<file path="config.mk">
export PLATFORM = sky130hd
export DESIGN_NAME = sha256_w_mem_pipeline_ctrl
export DESIGN_NICKNAME = d
export VERILOG_FILES = /design/src/rtl/sha256_w_mem_pipeline_ctrl.sv
export SDC_FILE = /design/constraint.sdc
export NUM_CORES = 1
export LEC_CHECK = 0
export ABC_AREA = 1
export ABC_CLOCK_PERIOD_IN_PS = 10200
export CORE_MARGIN = 2
export CORE_UTILIZATION = 45
export CTS_BUF_LIST = sky130_fd_sc_hd__clkbuf_16
export DETAILED_ROUTE_END_ITERATION = 12
export PLACE_DENSITY = 0.82
export SLEW_MARGIN = 20
export SYNTH_ARGS = -nofsm -noshare
export SYNTH_HDL_FRONTEND = slang
export SYNTH_SLANG_ARGS = --single-unit
</file>
<file path="constraint.sdc">
create_clock -name CLK -period 10.2 [get_ports CLK]
set_clock_uncertainty 0.15 [all_clocks]
set_input_delay 1.53 -clock CLK [delete_from_list [all_inputs] [get_ports CLK]]
set_output_delay 1.53 -clock CLK [all_outputs]
set_load 0.1 [all_outputs]
</file>
<file path="src/rtl/sha256_w_mem_pipeline_ctrl.sv">
// Elastic valid/ready scheduler for the SHA256 message-expansion stage chain.
// Produces per-stage write enables, per-stage occupancy and block counters.
module sha256_w_mem_pipeline_ctrl #(
  parameter int NUM_STAGES = 48,
  parameter int CNT_W      = 32,
  localparam int IFW       = $clog2(NUM_STAGES + 1)
) (
  input  logic                  CLK,
  input  logic                  RST,
  input  logic                  flush,
  input  logic                  in_valid,
  output logic                  in_ready,
  output logic                  out_valid,
  input  logic                  out_ready,
  output logic [NUM_STAGES-1:0] stage_en,
  output logic [NUM_STAGES-1:0] stage_valid,
  output logic [IFW-1:0]        in_flight,
  output logic [CNT_W-1:0]      done_cnt,
  output logic                  busy
);

  logic [NUM_STAGES-1:0] valid_reg;
  logic [NUM_STAGES-1:0] drain;
  logic [NUM_STAGES-1:0] src;
  logic [IFW-1:0]        in_flight_reg;
  logic [CNT_W-1:0]      done_cnt_reg;
  logic                  hold;
  logic                  accept;
  logic                  deliver;

  // Reset and flush both freeze the chain: no enables, no input acceptance.
  assign hold = flush | ~RST;
  assign src  = {valid_reg[NUM_STAGES-2:0], in_valid};

  // Drain terms ripple from the output back toward the input, so a stage
  // can refill in the same cycle its occupant moves on.
  always_comb begin
    logic en_above;
    drain    = '0;
    stage_en = '0;
    drain[NUM_STAGES-1]    = ~valid_reg[NUM_STAGES-1] | out_ready;
    stage_en[NUM_STAGES-1] = src[NUM_STAGES-1] & drain[NUM_STAGES-1] & ~hold;
    en_above = stage_en[NUM_STAGES-1];
    for (int i = NUM_STAGES - 2; i >= 0; i--) begin
      drain[i]    = ~valid_reg[i] | en_above;
      stage_en[i] = src[i] & drain[i] & ~hold;
      en_above    = stage_en[i];
    end
  end

  assign in_ready  = drain[0] & ~hold;
  assign out_valid = valid_reg[NUM_STAGES-1];
  assign accept    = in_valid & in_ready;
  assign deliver   = out_valid & out_ready & ~flush;

  always_ff @(posedge CLK or negedge RST) begin
    if (!RST) begin
      valid_reg     <= '0;
      in_flight_reg <= '0;
      done_cnt_reg  <= '0;
    end else if (flush) begin
      valid_reg     <= '0;
      in_flight_reg <= '0;
    end else begin
      valid_reg <= stage_en | (valid_reg & ~drain);
      if (accept && !deliver) begin
        in_flight_reg <= in_flight_reg + IFW'(1);
      end else if (deliver && !accept) begin
        in_flight_reg <= in_flight_reg - IFW'(1);
      end
      if (deliver) begin
        done_cnt_reg <= done_cnt_reg + CNT_W'(1);
      end
    end
  end

  assign stage_valid = valid_reg;
  assign in_flight   = in_flight_reg;
  assign done_cnt    = done_cnt_reg;
  assign busy        = (in_flight_reg != '0);

endmodule

</file>
==> metrics, run 1 <==
CTS clk-pin slew, worst paths=70 ps; # diodes=0; WL final=12,200 um; Setup crit start kind=primary input; via count=about 4.2k; CP dominant cell by count=nand2_4; top cell type by total area after synthesis=dfrtp_1; Peak VDD IR=0.000260 V; grt peak-use layer=met2; Final Core Density=69.1%; wire per inst=roughly 14 um; top_reg_cell synth=dfrtp_1; Reg area=0.00215 mm2; Synth Area per Inst=8.97 um2; layout cell share with drive strength beyond 1=27.3%; Cells after Synth=553; DPL Wire Length=8380 um; Crit-path slowest cell=buf_12; met3 global-route usage=about 2.8%; CTS tree=built; Iter 0 DRT Violations=roughly 140; Setup crit start=flush; R2R Path End=in_flight[5]; P per Cell Area=122 mW/mm2; top cells by area, synth=dfrtp_1 (43%), nand2_4 (18%), inv_1 (9.2%); min cycle time layout=9880 ps; max reg flops=48; worst setup margin=about 320 ps; setup TNS=0 ps; synth unique cells=32; Finished Cell Area=0.00746 mm2; RSZ-0062 raised after global routing=yes; die width=109 um; total I/O pin count=142; worst reg-to-reg setup slack=1610 ps; # DRC=0; Synth Cell Area=just under 0.005 mm2; root buffer cell=clkbuf_16; post-synthesis sequential area ratio=43.4%; Post-synth EDFFs=0; MaxCap Viol Count=0; Async SR Flop Fraction=100%; CTS Hold Buffers Added=0; Worst Reg-to-Reg Cells=102; post-synth net total=564; starting density of the core=46.0%; num rows=38; Crit Path Class=primary input to output port; GP Congestion=~0.84; CP arrival=8200 ps; synth cell count leaders=inv_1 (121), dfrtp_1 (86), nand2_4 (80), nor2_1 (62), a21oi_1 (49); Syn. warnings=0; synthesis-stage register bit count=86; # port buffers=around 140; nets=761; min-delay worst type=flop to flop; worst flop-to-flop path startpoint=stage_valid[47]; met1 Use GR=24.6%; largest net degree at the start of global routing=51; Finish-stage setup viols=0; Worst Setup EP=stage_en[1]; CP Depth=95; Post-Place Worst Slack=-63.4 ps; Initial DRT Pass Iterations=5; DP Area=between 0.006 and 0.007 mm2; WP data required=8520 ps; Crit. End Element=output port; WP buf/inv=4; Synth top area share=between 40 and 50%; Multi-input gate area=about 0.0024 mm2; overall power=0.907 mW; first-pass GRT wire length=18,300 um; core area=0.0108 mm2; CTS buffer count=9; Routed Antenna Nets=0; Filler cells=822; Synth-to-Final Area Change=50.3%; Final Hold Viols=0; f_max=101 MHz; total grt overflow=0; die area=0.0119 mm2; GRT Util Overall=about 19%; fin crit share=between 90% and 100%; CP delay by family, top=simple AND/OR/NAND/NOR gates; DR vias/cell=4.71; P_leak=around 3.5 nW; top-count cell post-synth=inv_1; CP Max Fanout=4; Clock Latency Late Sink=330 ps; Max-slew headroom=32.3%; clock sink count=86; met2 Track Usage GR=34.0%; clk buf depth=2; vias in the first global route=3,944; H-tree levels=3; Worst-Margin Slew=1010 ps; initial antenna violation count=0; CP max stage delay=180 ps; die height=109 um; outcome=completed; Final Max Slew Viols=0
## area by class of cell
| type | count | share of cell area (%) |
|---|---|---|
| clock inverter | 7 | 0.873 |
| sequential | 86 | 28.9 |
| tap | 140 | 2.35 |
| inverter | 124 | 6.34 |
| multi-input combinational | 331 | 32.2 |
| timing repair buffer | 198 | 26.3 |
| clock buffer | 9 | 3.02 |
## how the worst min path moves through the flow
stage                     cells past startpoint         start  slack [ps]      endpoint
final                                         1  done_cnt[31]         320  done_cnt[31]
after detailed placement                      1  done_cnt[31]         310  done_cnt[31]
after global routing                          1  done_cnt[31]         350  done_cnt[31]
after floorplan                               2  in_flight[4]         850  in_flight[4]
after CTS                                     1  done_cnt[31]         320  done_cnt[31]
after global placement                        1  done_cnt[31]         310  done_cnt[31]
## per-layer routing
| metal | vias to the layer above | part of all wire [%] |
|---|---|---|
| li1 | 2068 | - |
| met1 | 2039 | 43 |
| met2 | 97 | 52 |
| met3 | 14 | 4.2 |
| met4 | 0 | 1.2 |
| met5 | - | 0 |
## repair_timing
item,4_1_cts,5_1_grt
gates cloned,0,0
pin swaps,6,9
setup buffers,3,49
resized for setup,6,18
endpoints found under the setup margin,3,7
## logic make-up (layout without fill, tap and decap cells)
family	Yosys count	after routing	share of synthesized area, %
AOI/OAI and AO/OA	61	61	7.01
xor gates and xnor gates	33	33	5.83
adders and majority gates	6	6	1.66
buffers and inverters	136	338	10.7
DFF	86	86	43.4
and+or+nand+nor	231	231	31.5
## stage by stage
stage / hold slack (ps) / instances
after global placement: 307 / 827
after global routing: 346 / 895
final: 322 / 895
after detailed placement: 312 / 827
after floorplan: 846 / 553
after CTS: 323 / 846
## cells in the final DEF (no fill, tap or decap), types with 2 or more instances in the layout
cell type | netlist | final
nand3_1 | 17 | 15
buf_4 | 1 | 67
clkdlybuf4s50_1 | 0 | 114
nor4_1 | 3 | 3
buf_12 | 0 | 15
nor2_4 | 0 | 2
inv_2 | 2 | 4
nand4_1 | 4 | 4
o21ai_1 | 3 | 3
inv_1 | 121 | 120
dfrtp_1 | 86 | 86
a21oi_2 | 0 | 2
nor2_1 | 62 | 59
nor3_1 | 10 | 10
ha_1 | 5 | 4
xor2_1 | 28 | 28
clkbuf_16 | 0 | 9
nand2_2 | 8 | 3
o21ai_0 | 4 | 3
clkinvlp_4 | 0 | 2
a21oi_1 | 49 | 47
nand2_4 | 80 | 85
nand2_1 | 44 | 43
xnor2_1 | 5 | 5
clkinv_1 | 0 | 2
nand3_4 | 1 | 2
## power by group
| group | internal (mW) | switching, mW | leakage [nW] |
|---|---|---|---|
| combinational | 0.0629 | 0.156 | 2.19 |
| clock | 0.188 | 0.137 | 0.138 |
| sequential | 0.351 | 0.0128 | 1.14 |
| total | 0.602 | 0.305 | 3.47 |
No activity file was read; power rests on OpenSTA's default activity.
==> inputs of run 2 (changes only) <==
- CORE_UTILIZATION: 45 -> 30
- PLACE_DENSITY: 0.82 -> 0.61
- RECOVER_POWER: default -> 25
==> run 2 against run 1 <==
Net effect:
- the run now ends with max-capacitance violations, max-slew violations left
- critical path depth is 1 lower
- hold slack better by 7.6 ps
- via count fell by 4.8%
- cell area shrank 0.17%
- clock power fell by 8.9%
- sequential share of layout area about the same
- cell count up 7.7%
- highest routed layer unchanged
==> metrics, run 2 (synthesized netlist as in run 1, its figures left out) <==
overall power=0.872 mW; nets=750; Finish-stage setup viols=0; setup TNS=0 ps; Synth-to-Final Area Change=50.0%; WP data required=8520 ps; f_max=roughly 100 MHz; GP Congestion=around 0.75; # diodes=0; max reg flops=48; worst reg-to-reg setup slack=around 1800 ps; via count=4,016; fin crit share=95.8%; min-delay worst type=flop to flop; root buffer cell=clkbuf_16; worst hold endpoint=done_cnt[31]; initial antenna violation count=0; Crit Path Class=primary input to output port; vias in the first global route=3,803; CTS Hold Buffers Added=0; CTS clk-pin slew, worst paths=70 ps; Finished Cell Area=0.00744 mm2; GRT Util Overall=13.3%; clock sink count=86; CP max stage delay=200 ps; Crit-path slowest cell=a21boi_4; Final Max Slew Viols=42; total I/O pin count=142; RSZ-0062 raised after global routing=yes; most common cell after layout, fill and taps aside=inv_1; Peak VDD IR=0.000164 V; MaxCap Viol Count=1; wire per inst=roughly 12 um; Max-slew headroom=-54.8%; Iter 0 DRT Violations=130; Clock Latency Late Sink=340 ps; Highest Signal Layer=met4; die width=133 um; die height=approximately 130 um; Min-Delay Startpoint=done_cnt[31]; Final Core Density=a little under half; num rows=47; Filler cells=1,637; CTS buffer count=9; CP arrival=between 8000 and 9000 ps; CP Max Fanout=3; die area=between 0.015 and 0.02 mm2; CTS tree=built; first-pass GRT wire length=18,900 um; most frequent cells in the layout=inv_1 (121), clkdlybuf4s50_1 (115), dfrtp_1 (86); violated checks=max-capacitance violations, max-slew violations; P per Cell Area=117 mW/mm2; met3 wire length=just under 500 um; outcome=finished with violations; clk buf depth=2; DPL Wire Length=8630 um; DR vias/cell=between 4 and 5; DP Area=0.00679 mm2; Worst Reg-to-Reg Cells=103; core area=0.0163 mm2; met2 wire length=5550 um; WL final=11,800 um; total grt overflow=0; R2R Path End=in_flight[5]; P_leak=3.41 nW; min cycle time layout=9770 ps; hold slack=330 ps; Initial DRT Pass Iterations=4; CP dominant cell by count=nand2_4; worst flop-to-flop path startpoint=stage_valid[47]; largest net degree at the start of global routing=between 50 and 60; layout cell share with drive strength beyond 1=25.9%; Setup crit start kind=primary input; # port buffers=about 140; Crit. End Element=output port; met1 WL=5600 um; Final Hold Viols=0; H-tree levels=3; Worst-Margin Slew=2320 ps; WHS Path Cells=1; # DRC=0; starting density of the core=30.3%; Routed Antenna Nets=0
## run 2: layout make-up
| type | count | area [um2] | share of cell area [%] |
|---|---|---|---|
| inverters | 124 | 470 | 6.32 |
| flip-flops and latches | 86 | 2150 | 28.9 |
| clock inverters | 7 | 35.0 | 0.471 |
| clock buffers | 9 | 225 | 3.03 |
| repair buffers | 187 | 1890 | 25.4 |
| well taps | 220 | 275 | 3.70 |
| multi-input cells | 331 | 2400 | 32.2 |
## run 2: how the worst max path moves through the flow
stage / startpoint / to / slack (ps) / cells after the start
2_1_floorplan: flush / stage_en[0] / -1110 / 92
3_3_place_gp: out_ready / stage_en[1] / 70 / 94
3_5_place_dp: out_ready / stage_en[1] / -100 / 94
6_report: out_ready / stage_en[1] / 430 / 94
5_1_grt: out_ready / stage_en[1] / -100 / 94
4_1_cts: out_ready / stage_en[1] / -40 / 94
## run 2: where the power goes
part | total (mW) | switching, mW | internal (mW)
Sequential | 0.362 | 0.0118 | 0.351
Combinational | 0.214 | 0.151 | 0.0622
Clock | 0.296 | 0.135 | 0.161
Total | 0.872 | 0.298 | 0.574
## run 2: through the flow
step / worst slack, ps / instances
after floorplan: -1110 / 553
after global placement: 65.6 / 907
after detailed placement: -95.2 / 907
after CTS: -38.6 / 924
after global routing: -104 / 964
final: 429 / 964
## run 2: routing by layer
metal,vias to the layer above,GRT usage [%]
met3,11,2.84
met4,0,5.02
li1,2043,-
met2,82,21.6
met5,-,0
met1,1880,17.5
## run 2: timing repair
item	in CTS	in global routing
gates resized for setup	2	19
setup endpoints to repair	2	8
endpoints found under the hold margin	0	0
setup buffers	1	40
pin swaps	3	9
## run 2: worst max-delay path: cells and delay by family
family | cells | cell delay (ps)
and+or+nand+nor | 88 | 5570
AOI/OAI and AO/OA | 3 | 470
buffers and inverters | 3 | 350
==> inputs of run 3 (changes only) <==
- ABC_AREA: 1 -> 0
- SETUP_SLACK_MARGIN: default -> 0.5
==> run 3 against run 2 <==
Net effect:
- largest cell class unchanged
- cell count decreased by 11%
- wire length is 15% higher
- combinational power fell by 67%
- critical path depth fell by 85
- non-clock buffer count is 43 lower
- cell area down 11%
- register-to-register slack improved by 4600 ps
- clock-buffer cell count unchanged
- first-iteration DRC count up 78%
- die area is 3.8% lower
- via count increased by 8.0%
- the run still ends with max-capacitance violations, max-slew violations left
==> metrics, run 3 <==
outcome=finished with violations; violated checks=max-capacitance violations, max-slew violations; Routed Antenna Nets=0; CP arrival=6370 ps; first-pass GRT wire length=21,300 um; nets=653; Multi-input gate area=0.00240 mm2; WP buf/inv=3; Crit. End Element=output port; DP Area=about 0.0063 mm2; top-count cell post-synth=dfrtp_1; RSZ-0062 raised after global routing=no; post-synthesis sequential area ratio=between 40 and 50%; top cell type by total area after synthesis=dfrtp_1; total grt overflow=0; met2 wire length=6060 um; Synth top area share=between 40% and 50%; CP max stage delay=slightly below 2000 ps; CTS Hold Buffers Added=0; Post-Place Worst Slack=3650 ps; vias in the first global route=4,003; met1 WL=6220 um; CTS clk-pin slew, worst paths=60 ps; Synth Cell Area=0.00477 mm2; Cells after Synth=513; CTS buffer count=9; clock share of power=45.4%; num rows=46; Clock Latency Late Sink=350 ps; die area=0.0169 mm2; Finish-stage setup viols=0; synthesis-stage register bit count=86; Worst-Margin Slew=3580 ps; Finished Cell Area=between 0.006 and 0.007 mm2; core area=0.0157 mm2; MaxCap Viol Count=2; die width=130 um; most common cell after layout, fill and taps aside=clkdlybuf4s50_1; largest net degree at the start of global routing=84; Syn. warnings=0; GP Congestion=0.807; DR vias/cell=5.03; top cells by area, synth=dfrtp_1 (45%), nand2_1 (4.8%), xnor2_1 (4.6%); P_leak=2.79 nW; # DRC=0; Pint=0.571 mW; Final Hold Viols=0; CP delay by family, top=buffers and inverters; DPL Wire Length=around 9300 um; PostCTS Resize Cnt=0; total I/O pin count=142; Reg area=0.00215 mm2; WL final=13,500 um; min cycle time layout=8050 ps; # diodes=0; layout cell share with drive strength beyond 1=under 10%; worst setup margin=2150 ps; GRT Util Overall=16.1%; Max-slew headroom=-139%; CP Max Fanout=57; starting density of the core=30.3%; clk buf depth=2; setup TNS=0 ps; Sw Ratio=between 20% and 30%; Highest Signal Layer=met4; f_max=124 MHz; Setup crit start kind=primary input; worst reg-to-reg setup slack=approximately 6300 ps; fin crit share=78.9%; root buffer cell=clkbuf_16; post-CTS setup buffers=0; Synth-to-Final Area Change=38.8%; initial antenna violation count=0; most frequent cells in the layout=clkdlybuf4s50_1 (138), dfrtp_1 (86), nand2_1 (61); Peak VDD IR=0.0000784 V; Switch Pwr=0.191 mW; synth unique cells=56; CTS tree=built; synth cell count leaders=dfrtp_1 (86), nand2_1 (61), nor2_1 (49), a21oi_1 (39), nand3_1 (31); die height=between 100 and 150 um; Initial DRT Pass Iterations=6; max reg flops=48; CP dominant cell by count=nand3_1; Filler cells=between 1.5k and 2k; met3 wire length=roughly 1200 um; # port buffers=~140; Iter 0 DRT Violations=232; P per Cell Area=roughly 120 mW/mm2; clock sink count=86; top_reg_cell synth=dfrtp_1; post-synth net total=524; H-tree levels=3; wire per inst=15.7 um; Synth Area per Inst=just over 9 um2; WP data required=8520 ps; Post-synth EDFFs=0; sequential power share=a little under half; Async SR Flop Fraction=100%; crit-path cells=buf_2 > clkbuf_1 > or2b_2 > o2bb2ai_4 > nand3_1 > o21ai_1 > nand3_1 > and3_1 > clkdlybuf4s50_1; Combinational Power Share=9.3%; Final Max Slew Viols=roughly 140; min-delay worst type=flop to flop; hold slack=319 ps; via count=4,337; Crit-path slowest cell=clkbuf_1; Crit Path Class=primary input to output port
==> run 3: cells by family (layout without fill, tap and decap cells) <==
logic type / after synthesis / after routing / synth area share (%)
and+or+nand+nor: 217 / 217 / 24.1
AOI/OAI and AO/OA: 117 / 117 / 16.4
DFF: 86 / 86 / 45.1
buffers and inverters: 45 / 178 / 4.75
xor gates and xnor gates: 36 / 36 / 6.61
adders and majority gates: 6 / 6 / 1.73
muxes: 6 / 6 / 1.29
==> run 3: layout make-up <==
class	count	area share, %
Tap cell	216	4.08
Timing Repair Buffer	144	21.5
Clock buffer	9	3.40
Sequential cell	86	32.5
Multi-Input combinational cell	382	36.2
Clock inverter	6	1.19
Inverter	19	1.08
==> run 3: path summary, 6_finish.rpt <==
path / endpoint / from / depth (start not counted)
max in group asynchronous: stage_valid[11] / RST / 2
worst max-delay path: stage_en[1] / flush / 9
worst min-delay path: done_cnt[31] / done_cnt[31] / 1
worst max register to register: in_flight[5] / stage_valid[47] / 13
worst min register to register: done_cnt[31] / done_cnt[31] / 1
min in group asynchronous: done_cnt[9] / RST / 1
==> run 3: power by group through the flow <==
| stage | sequential (mW) | combinational [mW] | clock [mW] |
|---|---|---|---|
| CTS | 0.345 | 0.0715 | 0.355 |
| finish | 0.345 | 0.0709 | 0.346 |
| global placement | 0.351 | 0.0703 | 0 |
| floorplan | 0.364 | 0.0385 | 0 |
| global route | 0.345 | 0.0767 | 0.370 |
| detailed placement | 0.351 | 0.0712 | 0 |
==> run 3: through the flow <==
step | cells | util [%] | power [mW]
3_5_place_dp | 847 | 40.2 | 0.423
5_1_grt | 862 | 42.1 | 0.792
6_report | 862 | 42.1 | 0.762
2_1_floorplan | 513 | - | 0.402
3_3_place_gp | 847 | 40.2 | 0.422
4_1_cts | 862 | 42.2 | 0.772
==> run 3: layer usage <==
layer | GRT usage [%] | vias to the layer above
li1 | - | 2097
met1 | 21.8 | 2078
met2 | 24.6 | 157
met3 | 6.23 | 5
met4 | 3.04 | 0
met5 | 0 | -
==> RTL edit 1 (flow settings as in run 2) <==
Reset style: synchronous (`RST`), changed in one clocked block.
--- a/src/rtl/sha256_w_mem_pipeline_ctrl.sv
+++ b/src/rtl/sha256_w_mem_pipeline_ctrl.sv
@@ -54,5 +54,5 @@
   assign deliver   = out_valid & out_ready & ~flush;
 
-  always_ff @(posedge CLK or negedge RST) begin
+  always_ff @(posedge CLK) begin
     if (!RST) begin
       valid_reg     <= '0;
Behaviour: differs if RST is asserted again (counterexample within 4 cycles, from zero or initial values and one cycle with RST low); with RST held inactive, the same outputs for 10 cycles.
==> RTL edit 1 against run 2 <==
- the run still ends with capacitance limit, slew limit left
- setup slack gained 750 ps
- routed wire length shrank 6.2%
- fmax rose by 8.3%
- sequential cell count did not move
- area after synthesis shrank 17%
- final area shrank 19%
Power is not compared: it rests on default switching activity, and its combinational part moved more than twofold at a synthesized area within 25%.
==> RTL edit 1: results (changes against run 2) <==
metric,value,unit,change
Crit path arrival time,7340,ps,-750 ps
critical hold path startpoint,done_cnt[17],,
Setup crit end,stage_en[2],,
post-synthesis sequential area ratio,0.4180,,-0.01581
largest net degree at the start of global routing,39,,-24%
fraction of area in multi-input gates,0.3204,,-0.001552
nonclk buf count,144,,-23%
"Slowest-stage cell, CP",clkdlybuf4s50_1,,
vias in the first global route,3654,,-3.9%
DP Cell Count,890,,-1.9%
Worst Path Max Fanout,38,,+35
tightest hold margin,326.0,ps,-3.507 ps
share of post-route cells with drive strength above 1,0.1000,,-0.1594
Post-DP Area,0.005712,mm²,-16%
Max Cap Viol,1,,unchanged
hold path cells,2,,+1
Inverters,108,,-13%
nets,737,,-1.7%
drt total wl,11.05,mm,-6.2%
clock-cell share of area,0.05228,,+0.01732
Post-synth top cells,"nor2_1, inv_1, dfxtp_1, nand2_1, a21oi_1",,
Max-slew headroom,-0.02821,,+0.5193
failing checks,"capacitance limit, slew limit",,
Synth Instances,584,,+5.6%
main flop type after synthesis,dfxtp_1,,
status,finished with violations,,
hold path endpoint,done_cnt[17],,
Layout fillers,1342,,-18%
DP HPWL,8.609,mm,-0.20%
multi-input gates,376,,+14%
"Distinct cells, synth",30,,-6.3%
max incr delay on CP,950,ps,+750 ps
"top cells by area, synth","dfxtp_1, nor2_1, inv_1",,
first-pass GRT wire length,17.42,mm,-7.9%
syn_nets,596,,+5.7%
Final Slew Violations,36,,-14%
Layout Cells excl Fill,906,,-6.0%
Post-synth ARST share,0,,-1.000
R2R setup slack,3350,ps,+1600 ps
postcts setup bufs,0,,-1
routability cong.,0.8720,,+16%
total number of vias,4064,,+1.2%
R2R Path Start,stage_valid[47],,
RTL edit 1: metal layers:
layer | global-route usage | up-vias | wire length, µm | part of all wire
li1 | - | 2116 | - | -
met4 | 0.07040 | 0 | 282 | 0.026
met1 | 0.1842 | 1837 | 4913 | 0.44
met5 | 0 | - | 0 | 0
met2 | 0.2546 | 93 | 5348 | 0.48
met3 | 0.03383 | 18 | 506 | 0.046
RTL edit 1: kinds of logic after synthesis:
logic type	share of synthesized area
and+or+nand+nor	0.3180
AOI/OAI and AO/OA	0.1224
xor gates and xnor gates	0.006380
DFF	0.4180
buffers and inverters	0.1121
adders and majority gates	0.02309
RTL edit 1: stage by stage:
| stage | worst slack, ps | util | total power, mW |
|---|---|---|---|
| after CTS | 1323 | 0.4514 | 0.7387 |
| after floorplan | 1826 | - | 0.3751 |
| final | 1182 | 0.4500 | 0.7262 |
| after global placement | 1505 | 0.4279 | 0.3848 |
| after detailed placement | 1336 | 0.4279 | 0.3855 |
| after global routing | 571.6 | 0.4500 | 0.7575 |
==> RTL edit 2 (config.mk and constraints of run 2) <==
Without the edit above. The parameter `NUM_STAGES` goes from 48 to 72.
--- a/src/rtl/sha256_w_mem_pipeline_ctrl.sv
+++ b/src/rtl/sha256_w_mem_pipeline_ctrl.sv
@@ -2,5 +2,5 @@
 // Produces per-stage write enables, per-stage occupancy and block counters.
 module sha256_w_mem_pipeline_ctrl #(
-  parameter int NUM_STAGES = 48,
+  parameter int NUM_STAGES = 72,
   parameter int CNT_W      = 32,
   localparam int IFW       = $clog2(NUM_STAGES + 1)
Ports: changed (resized in_flight, stage_en and stage_valid); port bits go from 142 to 191. The function was not compared with the original's and may differ.
==> RTL edit 2 against run 2 <==
- the run ends with setup timing left
- sequential cell count up 25
- total power rose by 30%
- global-route usage grew 2.7 points
- setup slack lost 2800 ps
- die area up 31%
- sequential share of layout area down 5.2 points
- area after synthesis is 32% higher
- routed wire length increased by 64%
- final area up 57%
- largest cell class is now buffers
==> RTL edit 2: results (changes against run 2) <==
metric,value,unit,change
Post-synth top cells,"inv_1, dfrtp_1, nand2_4, nor2_1, a21oi_1",,
vias in the first global route,6296,,+66%
largest net degree at the start of global routing,76,,+49%
drt total wl,19.27,mm,+64%
R2R Path Start,stage_valid[71],,
nets,1176,,+57%
"Slowest-stage cell, CP",buf_12,,
post-synthesis sequential area ratio,0.4229,,-0.01094
max incr delay on CP,180,ps,-20 ps
share of post-route cells with drive strength above 1,0.4375,,+0.1781
Iteration-0 DRC Markers,186,,+43%
R2R Path End,stage_valid[3],,
Leak Pwr,5.305,nW,+56%
syn_nets,748,,+33%
DP HPWL,12.83,mm,+49%
status,finished with violations,,
setup ws final,-2410,ps,-2839 ps
FF-to-FF path depth,160,,+55%
Max-slew headroom,0.3101,,+0.8576
"Distinct cells, synth",31,,-3.1%
DP Cell Count,1296,,+43%
"Reg clk slew, reported paths",90,ps,+20 ps
Post-DP Area,0.01000,mm²,+47%
Max VDD drop,142.5,µV,-13%
first-pass GRT wire length,30.61,mm,+62%
failing checks,setup timing,,
Layout Cells excl Fill,1448,,+50%
final setup vio count,36,,+36
IO Port Bufs,190,,+35%
post-route setup TNS,-47710,ps,-47710 ps
Crit path arrival time,10930,ps,+2840 ps
-- RTL edit 2: cell types whose count changed after synthesis, moves of 4 or more --
cell | before | now
inv_1 | 121 | 172
nand2_4 | 80 | 109
nor2_1 | 62 | 90
a21oi_1 | 49 | 75
dfrtp_1 | 86 | 111
nand2_2 | 8 | 24
xor2_1 | 28 | 20
nand4_1 | 4 | 11
xnor2_1 | 5 | 12
clkbuf_8 | 0 | 5
nand2_1 | 44 | 40
nor3_1 | 10 | 6
o21ai_2 | 1 | 5
-- RTL edit 2: timing repair --
item,4_1_cts,5_1_grt
gates resized for setup,91,40
buffers inserted,108,56
endpoints found under the hold margin,0,0
endpoints found under the setup margin,40,45
pin swaps,17,24
-- RTL edit 2: layout make-up --
| type | instances | area (µm²) |
|---|---|---|
| fill | 1929 | 9972 |
| clock inverter | 7 | 76.32 |
| multi-input combinational | 433 | 3307 |
| inverter | 174 | 716.9 |
| clock buffer | 9 | 225.2 |
| tap | 280 | 350.3 |
| timing repair buffer | 434 | 4263 |
| sequential | 111 | 2778 |
-- RTL edit 2: kinds of logic after synthesis --
family	count (synthesis)	synth area share
xor+xnor	32	0.04267
compound gates	88	0.07429
flops	111	0.4229
fa+ha+maj	8	0.01638
buf+inv	191	0.1227
simple gates	305	0.3211
-- RTL edit 2: per-layer routing --
| layer | vias to the layer above | global-route usage | share of wire |
|---|---|---|---|
| met5 | - | 0 | 0 |
| met2 | 124 | 0.2956 | 0.53 |
| met3 | 20 | 0.03965 | 0.040 |
| met1 | 3018 | 0.1882 | 0.41 |
| met4 | 0 | 0.03204 | 0.014 |
| li1 | 3056 | - | - |
-- RTL edit 2: how the worst min path moves through the flow --
stage / startpoint / endpoint / slack (ps) / cells past startpoint
3_3_place_gp: done_cnt[31] / done_cnt[31] / 330 / 1
2_1_floorplan: in_flight[6] / in_flight[6] / 840 / 2
6_report: done_cnt[31] / done_cnt[31] / 350 / 1
4_1_cts: done_cnt[14] / done_cnt[14] / 360 / 1
5_1_grt: done_cnt[30] / done_cnt[30] / 380 / 1
3_5_place_dp: done_cnt[14] / done_cnt[14] / 340 / 1
-- RTL edit 2: worst register-to-register path, delay by kind of cell (launching register included) --
kind,cells,cell delay [ps]
flip-flops,1,360
AND/OR/NAND/NOR,133,8170
AO/OA/AOI/OAI,3,360
buffers and inverters,24,2520
-- RTL edit 2: report_power, final --
group | internal [mW] | total, mW | switching, mW
logic | 0.107 | 0.302 | 0.196
registers | 0.451 | 0.466 | 0.0155
clock network | 0.176 | 0.369 | 0.194
total | 0.733 | 1.14 | 0.405
